$ cat src/rtl/main_nios2_processor_oci_dct_pkg.sv
// Shared widths and state encoding for the OCI data-capture-trace sequencer.
package main_nios2_processor_oci_dct_pkg;

    localparam int ENTRY_W     = 2;
    localparam int NUM_ENTRIES = 15;
    localparam int BUF_W       = ENTRY_W * NUM_ENTRIES;
    localparam int CNT_W       = 4;

    typedef enum logic [1:0] {
        CAPTURE = 2'd0,
        DRAIN   = 2'd1,
        ENDED   = 2'd2
    } dct_state_e;

endpackage

$ cat src/rtl/main_nios2_processor_oci_dct_outslot.sv
// One-word valid/ready output register between the capture buffer and the trace-memory writer.
module main_nios2_processor_oci_dct_outslot
    import main_nios2_processor_oci_dct_pkg::*;
(
    input  logic             clk,
    input  logic             reset_n,
    input  logic             load,
    input  logic [BUF_W-1:0] load_buffer,
    input  logic [CNT_W-1:0] load_count,
    input  logic             out_ready,
    output logic             out_valid,
    output logic [BUF_W-1:0] out_buffer,
    output logic [CNT_W-1:0] out_count,
    output logic             slot_free
);

    // Handshake: a word transfers on any edge where out_valid & out_ready;
    // the word is held unchanged while out_valid & ~out_ready.
    assign slot_free = ~out_valid | out_ready;

    always_ff @(posedge clk or negedge reset_n) begin
        if (!reset_n) begin
            out_valid  <= 1'b0;
            out_buffer <= '0;
            out_count  <= '0;
        end else if (load) begin
            // load is only raised when slot_free, so this never clobbers a held word
            out_valid  <= 1'b1;
            out_buffer <= load_buffer;
            out_count  <= load_count;
        end else if (out_ready) begin
            out_valid  <= 1'b0;
        end
    end

endmodule

$ cat src/rtl/main_nios2_processor_oci_dct_sequencer.sv
// Packs 2-bit trace entries into a 15-slot capture buffer, launches full or flushed
// buffers into the output slot, and runs the end-of-test drain.
module main_nios2_processor_oci_dct_sequencer
    import main_nios2_processor_oci_dct_pkg::*;
#(
    parameter int FLUSH_THRESH = 15
) (
    input  logic               clk,
    input  logic               reset_n,
    input  logic               in_valid,
    input  logic [ENTRY_W-1:0] in_entry,
    output logic               in_ready,
    input  logic               flush_req,
    input  logic               test_ending,
    output logic               out_valid,
    input  logic               out_ready,
    output logic [BUF_W-1:0]   out_buffer,
    output logic [CNT_W-1:0]   out_count,
    output logic [BUF_W-1:0]   dct_buffer,
    output logic [CNT_W-1:0]   dct_count,
    output logic               test_has_ended,
    output dct_state_e         dct_state
);

    dct_state_e       state, state_nxt;
    logic             flush_pend, flush_pend_nxt;
    logic             slot_free, trigger, launch, accept;
    logic [BUF_W-1:0] buf_nxt;
    logic [CNT_W-1:0] base_cnt, cnt_nxt;

    assign dct_state = state;

    // Registered-only: no combinational path from in_valid to in_ready.
    assign in_ready = (state == CAPTURE) && (dct_count < CNT_W'(NUM_ENTRIES));
    assign accept   = in_valid & in_ready;

    always_comb begin
        trigger = (dct_count >= CNT_W'(FLUSH_THRESH))
                | ((flush_req | flush_pend) & (dct_count != '0))
                | ((state == DRAIN) & (dct_count != '0));
        launch  = trigger & slot_free;
    end

    // A launch empties the buffer first, so a same-cycle accept lands in slot 0.
    always_comb begin
        buf_nxt  = launch ? '0 : dct_buffer;
        base_cnt = launch ? '0 : dct_count;
        cnt_nxt  = base_cnt;
        if (accept) begin
            for (int i = 0; i < NUM_ENTRIES; i++) begin
                if (base_cnt == CNT_W'(i)) begin
                    buf_nxt[i*ENTRY_W +: ENTRY_W] = in_entry;
                end
            end
            cnt_nxt = base_cnt + CNT_W'(1);
        end
    end

    // A flush that finds the slot busy is remembered until the buffer launches.
    always_comb begin
        flush_pend_nxt = flush_pend;
        if (launch) begin
            flush_pend_nxt = 1'b0;
        end else if (flush_req && (dct_count != '0)) begin
            flush_pend_nxt = 1'b1;
        end
    end

    always_comb begin
        state_nxt = state;
        case (state)
            CAPTURE: if (test_ending) state_nxt = DRAIN;
            DRAIN:   if ((dct_count == '0) && !out_valid) state_nxt = ENDED;
            ENDED:   state_nxt = ENDED;
            default: state_nxt = CAPTURE;
        endcase
    end

    always_ff @(posedge clk or negedge reset_n) begin
        if (!reset_n) begin
            state          <= CAPTURE;
            dct_buffer     <= '0;
            dct_count      <= '0;
            flush_pend     <= 1'b0;
            test_has_ended <= 1'b0;
        end else begin
            state          <= state_nxt;
            dct_buffer     <= buf_nxt;
            dct_count      <= cnt_nxt;
            flush_pend     <= flush_pend_nxt;
            test_has_ended <= (state_nxt == ENDED);
        end
    end

    main_nios2_processor_oci_dct_outslot u_outslot (
        .clk         (clk),
        .reset_n     (reset_n),
        .load        (launch),
        .load_buffer (dct_buffer),
        .load_count  (dct_count),
        .out_ready   (out_ready),
        .out_valid   (out_valid),
        .out_buffer  (out_buffer),
        .out_count   (out_count),
        .slot_free   (slot_free)
    );

endmodule

$ cat config.mk
export PLATFORM = sky130hd
export DESIGN_NAME = main_nios2_processor_oci_dct_sequencer
export DESIGN_NICKNAME = d
export VERILOG_FILES = /design/src/rtl/main_nios2_processor_oci_dct_pkg.sv /design/src/rtl/main_nios2_processor_oci_dct_outslot.sv /design/src/rtl/main_nios2_processor_oci_dct_sequencer.sv
export SDC_FILE = /design/constraint.sdc
export NUM_CORES = 1
export LEC_CHECK = 0
export BUFFER_PORTS_ARGS = -buffer_cell sky130_fd_sc_hd__buf_4
export CORE_UTILIZATION = 47
export CTS_BUF_LIST = sky130_fd_sc_hd__clkbuf_8 sky130_fd_sc_hd__clkbuf_16
export DETAILED_ROUTE_END_ITERATION = 10
export HOLD_SLACK_MARGIN = 0.15
export PLACE_DENSITY = 0.75
export SLEW_MARGIN = 10
export SYNTH_ARGS = -nofsm -noshare
export SYNTH_HDL_FRONTEND = slang
export SYNTH_SLANG_ARGS = --single-unit
$ cat constraint.sdc
create_clock -name clk -period 1.7 [get_ports clk]
set_input_delay 0.255 -clock clk [delete_from_list [all_inputs] [get_ports clk]]
set_output_delay 0.255 -clock clk [all_outputs]
set_load 0.03 [all_outputs]
== Word level (Yosys, flattened, before mapping) ==
Index checks and enable logic that the tools add are counted.
W data, S select, Z words.

* Register bits: 73
* Output and inout bits: 73

* Add/subtract/negate cells: 1
* Magnitude comparators: 2
* Equal/unequal tests: 17
* Mux-type cells: 26
* Bitwise operators: 9
* Reduce and logical (&&, ||, !) cells: 10

{| class="wikitable"
|+ Operator list
! operator !! number
|-
| $mux W30 || 2
|-
| $mux W2 || 17
|-
| $eq A4 B4 Y1 const B || 7
|-
| $eq A4 B3 Y1 const B || 4
|-
| $eq A4 B2 Y1 const B || 2
|-
| $logic_not A4 Y1 || 2
|-
| $mux W4 || 2
|-
| $pmux W2 S3 || 1
|-
| $add A4 B1 Y4 const B || 1
|-
| $and A1 B1 Y1 || 4
|-
| $eq A2 B2 Y1 const B || 2
|-
| $eq A4 B1 Y1 const B || 1
|-
| $ge A4 B4 Y1 const B || 1
|-
| $lt A4 B4 Y1 const B || 1
|-
| $mux W1 || 4
|-
| $or A1 B1 Y1 || 4
|-
| $reduce_bool A2 Y1 || 2
|-
| $reduce_bool A4 Y1 || 1
|-
| $logic_and A1 B1 Y1 || 3
|-
| $eq A2 B1 Y1 const B || 1
|-
| $logic_not A2 Y1 || 1
|-
| $logic_not A1 Y1 || 1
|-
| $not A1 Y1 || 1
|}

== Logic depth before layout (Yosys ltp) ==
* Depth after elaboration: 9
* Gate-level depth with buffers: 8

== Cells and area by module ==
From an unflattened synthesis, not the netlist that was laid out.

* Cells, all modules: 251
* Area, all modules: 3340.7 µm²

{| class="wikitable"
|+ Modules (own cells, without submodules)
! module !! times used !! cells an instance !! area an instance (µm²) !! seq. area each (µm²)
|-
| main_nios2_processor_oci_dct_sequencer || 1 || 176 || 1889.3 || 950.9
|-
| main_nios2_processor_oci_dct_outslot || 1 || 75 || 1451.4 || 875.8
|}

== Least setup slack after synthesis ==
OpenSTA, ideal clock, no wires.

* Kind: register to output
* From: register dct_count[1]
* To: output port in_ready
* Arrival time: 1.596 ns
* Setup slack: -0.151 ns
* Cell stages (with the launch flop): 5
* Path buffers: 1
* Path through: dfrtp_1 buf_2 nand2_1 nor2_1 nor3_1

* Cells in the longest elaborated chain, start to end: 2

{| class="wikitable"
|+ Ends and longest elaborated chain
! what !! line !! RTL
|-
| start, declared || main_nios2_processor_oci_dct_sequencer.sv:20 || <nowiki>output logic [CNT_W-1:0] dct_count,</nowiki>
|-
| start signal, assigned || main_nios2_processor_oci_dct_sequencer.sv:89 || <nowiki>dct_count <= cnt_nxt;</nowiki>
|-
| $lt A4 B4 Y1 || main_nios2_processor_oci_dct_sequencer.sv:34 || <nowiki>assign in_ready = (state == CAPTURE) && (dct_count < CNT_W'(NUM_ENTRIES));</nowiki>
|-
| $logic_and A1 B1 Y1 || main_nios2_processor_oci_dct_sequencer.sv:34 ||
|-
| end, declared || main_nios2_processor_oci_dct_sequencer.sv:12 || <nowiki>output logic in_ready,</nowiki>
|}

Every way passes these cells.

== Worst setup path in the final report ==
* From: register dct_count[0]
* To: register u_outslot.out_buffer[26]

* Cells in the longest elaborated chain, start to end: 5
* Elaborated cells on any way between the ends: 7

{| class="wikitable"
|+ Ends and longest elaborated chain
! what !! line !! RTL
|-
| parallel branches: the longest is 3 deep, another holds $ge A4 B4 Y1 || - ||
|-
| $or A1 B1 Y1 (*) || main_nios2_processor_oci_dct_sequencer.sv:40 || <nowiki>| ((state == DRAIN) & (dct_count != '0));</nowiki>
|-
| $and A1 B1 Y1 (*) || main_nios2_processor_oci_dct_sequencer.sv:41 || <nowiki>launch = trigger & slot_free;</nowiki>
|-
| end signal, assigned || main_nios2_processor_oci_dct_outslot.sv:29 || <nowiki>out_buffer <= load_buffer;</nowiki>
|-
| end, declared || main_nios2_processor_oci_dct_outslot.sv:12 || <nowiki>output logic [BUF_W-1:0] out_buffer,</nowiki>
|}

Every way passes the cells marked *.
A chain may end at the register's enable or synchronous reset.

==> flow_summary.ini <==
[outcome]
status = complete, but fails checks
violations = DRC, setup timing

[floorplan]
die_area_um2 = 7050
start_util_pct = 49.2
rows = 29
io_pins = 81
design.core.area_um2 = 6420
die-height_um = 84.0
die_w_um = 84.0

[cells_and_area]
drive_gt1_share_pct = 52.8
diodes = 0
nNetsFinal = 384
syn2layout_area_growth_pct = 47.7
fillers = 425

[clocking]
cts_made_buffers = 9
insertion_delay_ns = 0.34
cts.sinks = 73
cts.path.max_buffers = 2
cts_max_level = 3
clk_pin_slew_worst_paths_ns = 0.07
cts-root-buf = clkbuf_8
tritoncts = built

[logic_synthesis]
syn_inst = 256
syn-num-nets = 264
ys_ff_latch = 73
yosysWarningCount = 0
ys_types = 40
syn_area_um2 = 3160
synth_top_area_cell = dfrtp_1
synth.top_cell.area_share_pct = 57.8
seq_area_frac_synth_pct = 57.8
avgSynthCellArea_um2 = 12.3
synth_area_leaders = dfrtp_1 (58%), mux2_2 (12%), mux2i_1 (6.3%)

[critical_path]
crit_required_ns = 1.93
slowest_delay_ns = 0.45
reg2reg_to = u_outslot.out_buffer[26]
rr_startpoint = dct_count[0]
end_kind = flip-flop
path_delay_family = flip-flops
crit_path_end = u_outslot.out_buffer[26]
crit_chain = nor3_4, a211oi_4, a31oi_4, buf_6, buf_12, mux2_4
r2r_cells = 6
arrival_ns = 2.01
crit_buf_inv = 2
cpMaxStageDelayCell = dfrtp_2
r2r_setup_slack_ns = -0.09
crit_fanout = 7
startpoint = dct_count[0]
worst-path-stages = 6
start_kind = flip-flop
worstSetupPathType = flip-flop to flip-flop

[worst_hold_path]
min_path_type = primary input to flip-flop
holdPathStages = 3

[place]
place_ws_ns = -0.0708
portBuffers = 80
gp_congestion = 0.886
dpl.hpwl_um = 5040

[power_and_ir_drop]
p_leak_nw = 2.40
peakVddDrop_uv = 996
powerDensity_nw_per_um2 = 1480

[sta]
fin_crit_ns = 1.79
fmax_ghz = 0.560
fin_skew_ns = 0.00868
hold-worst-slack_ns = 0.180
worstMarginPinSlew_ns = 0.411
grt_setup_unrepaired = yes
slew_headroom_pct = 72.6
timing.final.crit_share_pct = 105
hold_viol = 0
finalMaxSlewViolations = 0
layout_setup_ws_ns = -0.0869
finalSetupViolCount = 42

[routing]
ant_nets = 0
routed_via_density = 5.33
drc_errors = 8
drt-total-wl_um = 7750
drtIter0Drc = 115
first_pass_iters = 8
vias = 2442
drt-wirelength-per-cell_um = 16.9

[global_route]
grt_pass1_vias = 2314
antenna_found_initial = 0
gr-total-overflow = 0
grt_start_max_net_pins = 33
grt_pass1_wl_um = 11700
track_usage_pct = 21.8

[job]
drv_cap = 0
how the worst min path moves through the flow:
stage / start / endpoint / slack, ns
floorplan: reset_n / dct_buffer[0] / -0.04
global route: in_entry[0] / dct_buffer[26] / 0.20
CTS: in_entry[0] / dct_buffer[26] / 0.17
global placement: reset_n / dct_buffer[11] / 0.22
finish: in_entry[0] / dct_buffer[26] / 0.18
detailed placement: reset_n / dct_buffer[11] / 0.22
cell usage in the layout (no fill, tap or decap), drive strengths merged, types with 2 or more instances in the layout:
cell         synthesis  layout
nor3                 8       8
nand4b               2       2
nand4                3       3
a21oi                6       6
o21ai               14      14
buf                 12     118
dfrtp               73      73
inv                  3       6
clkbuf               1      12
mux2i               20      20
nand2b               4       4
bufinv               0       2
nor2b                2       2
mux2                33      33
nand2               24      24
nor2                21      21
nand3               15      15
dlygate4sd3          0       2
worst reg2reg max path, cell delays in order, from the launching register on:
cell      delay (ns)
dfrtp_2         0.45
nor3_4          0.28
a211oi_4        0.08
a31oi_4         0.23
buf_6           0.18
buf_12          0.14
mux2_4          0.31
stage by stage:
stage	TNS (ns)	std cells	utilization, %	instance area, µm²	power (mW)
CTS	-0.958	450	69.5	4460	6.42
global route	-4.76	458	72.6	4670	7.17
floorplan	-0.686	256	-	3310	3.91
global placement	-0.128	425	63.9	4110	4.60
detailed placement	-0.933	425	63.9	4110	4.66
finish	-2.25	458	72.6	4670	6.88
cells in the mapped netlist (all sizes together):
master,instances
a211oi,1
a21o,1
a21oi,6
a31oi,1
a32o,1
and2b,1
and4,1
buf,12
clkbuf,1
dfrtp,73
inv,3
maj3,1
mux2,33
mux2i,20
nand2,24
nand2b,4
nand3,15
nand3b,1
nand4,3
nand4b,2
nor2,21
nor2b,2
nor3,8
nor3b,1
nor4,1
o211a,1
o21ai,14
o21bai,1
o31a,1
or4,1
xnor2,1
flip-flops by register name (all words and copies together), names as in the netlist:
name                  count
u_outslot.out_valid       1
dct_state                 2
test_has_ended            1
dct_count                 4
u_outslot.out_count       4
dct_buffer               30
u_outslot.out_buffer     30
flush_pend                1
layer usage:
layer	vias up	part of all wire, %	GRT usage [%]
met3	11	4.4	4.65
met1	1211	44	27.1
met4	0	1.4	11.0
met2	80	50	35.8
li1	1140	-	-
met5	-	0	0
final cells by class:
cell class              instances  area (µm²)  area share (%)
flip-flops and latches         73        1840            39.3
multi-input cells             167        1470            31.4
repair buffers                122        1040            22.4
clock buffers                  10         138            2.95
well taps                      77        96.3            2.06
clock inverters                 6        76.3            1.64
inverters                       3        11.3           0.241
power by group:
part	internal, mW	leakage (nW)	switching [mW]
clock	0.848	0.120	0.605
combinational	1.59	1.29	1.72
sequential	1.94	0.992	0.189
total	4.37	2.40	2.51
cells by family after synthesis:
group	after synthesis	synth area share, %
buffers and inverters	16	3.48
AOI/OAI and AO/OA	27	5.74
muxes	53	18.1
DFF	73	57.8
and+or+nand+nor	85	14.2
xor gates and xnor gates	1	0.277
adders and majority gates	1	0.356
repair_timing:
| item | in CTS | in global routing |
|---|---|---|
| hold buffers | 2 | 0 |
| resized for setup | 12 | 28 |
| buffers inserted | 6 | 6 |
| pin swaps | 4 | 5 |
| endpoints found under the setup margin | 44 | 63 |
| gates cloned | 1 | 2 |
| endpoints found under the hold margin | 30 | 0 |
Power figures use the tool's default switching activity.
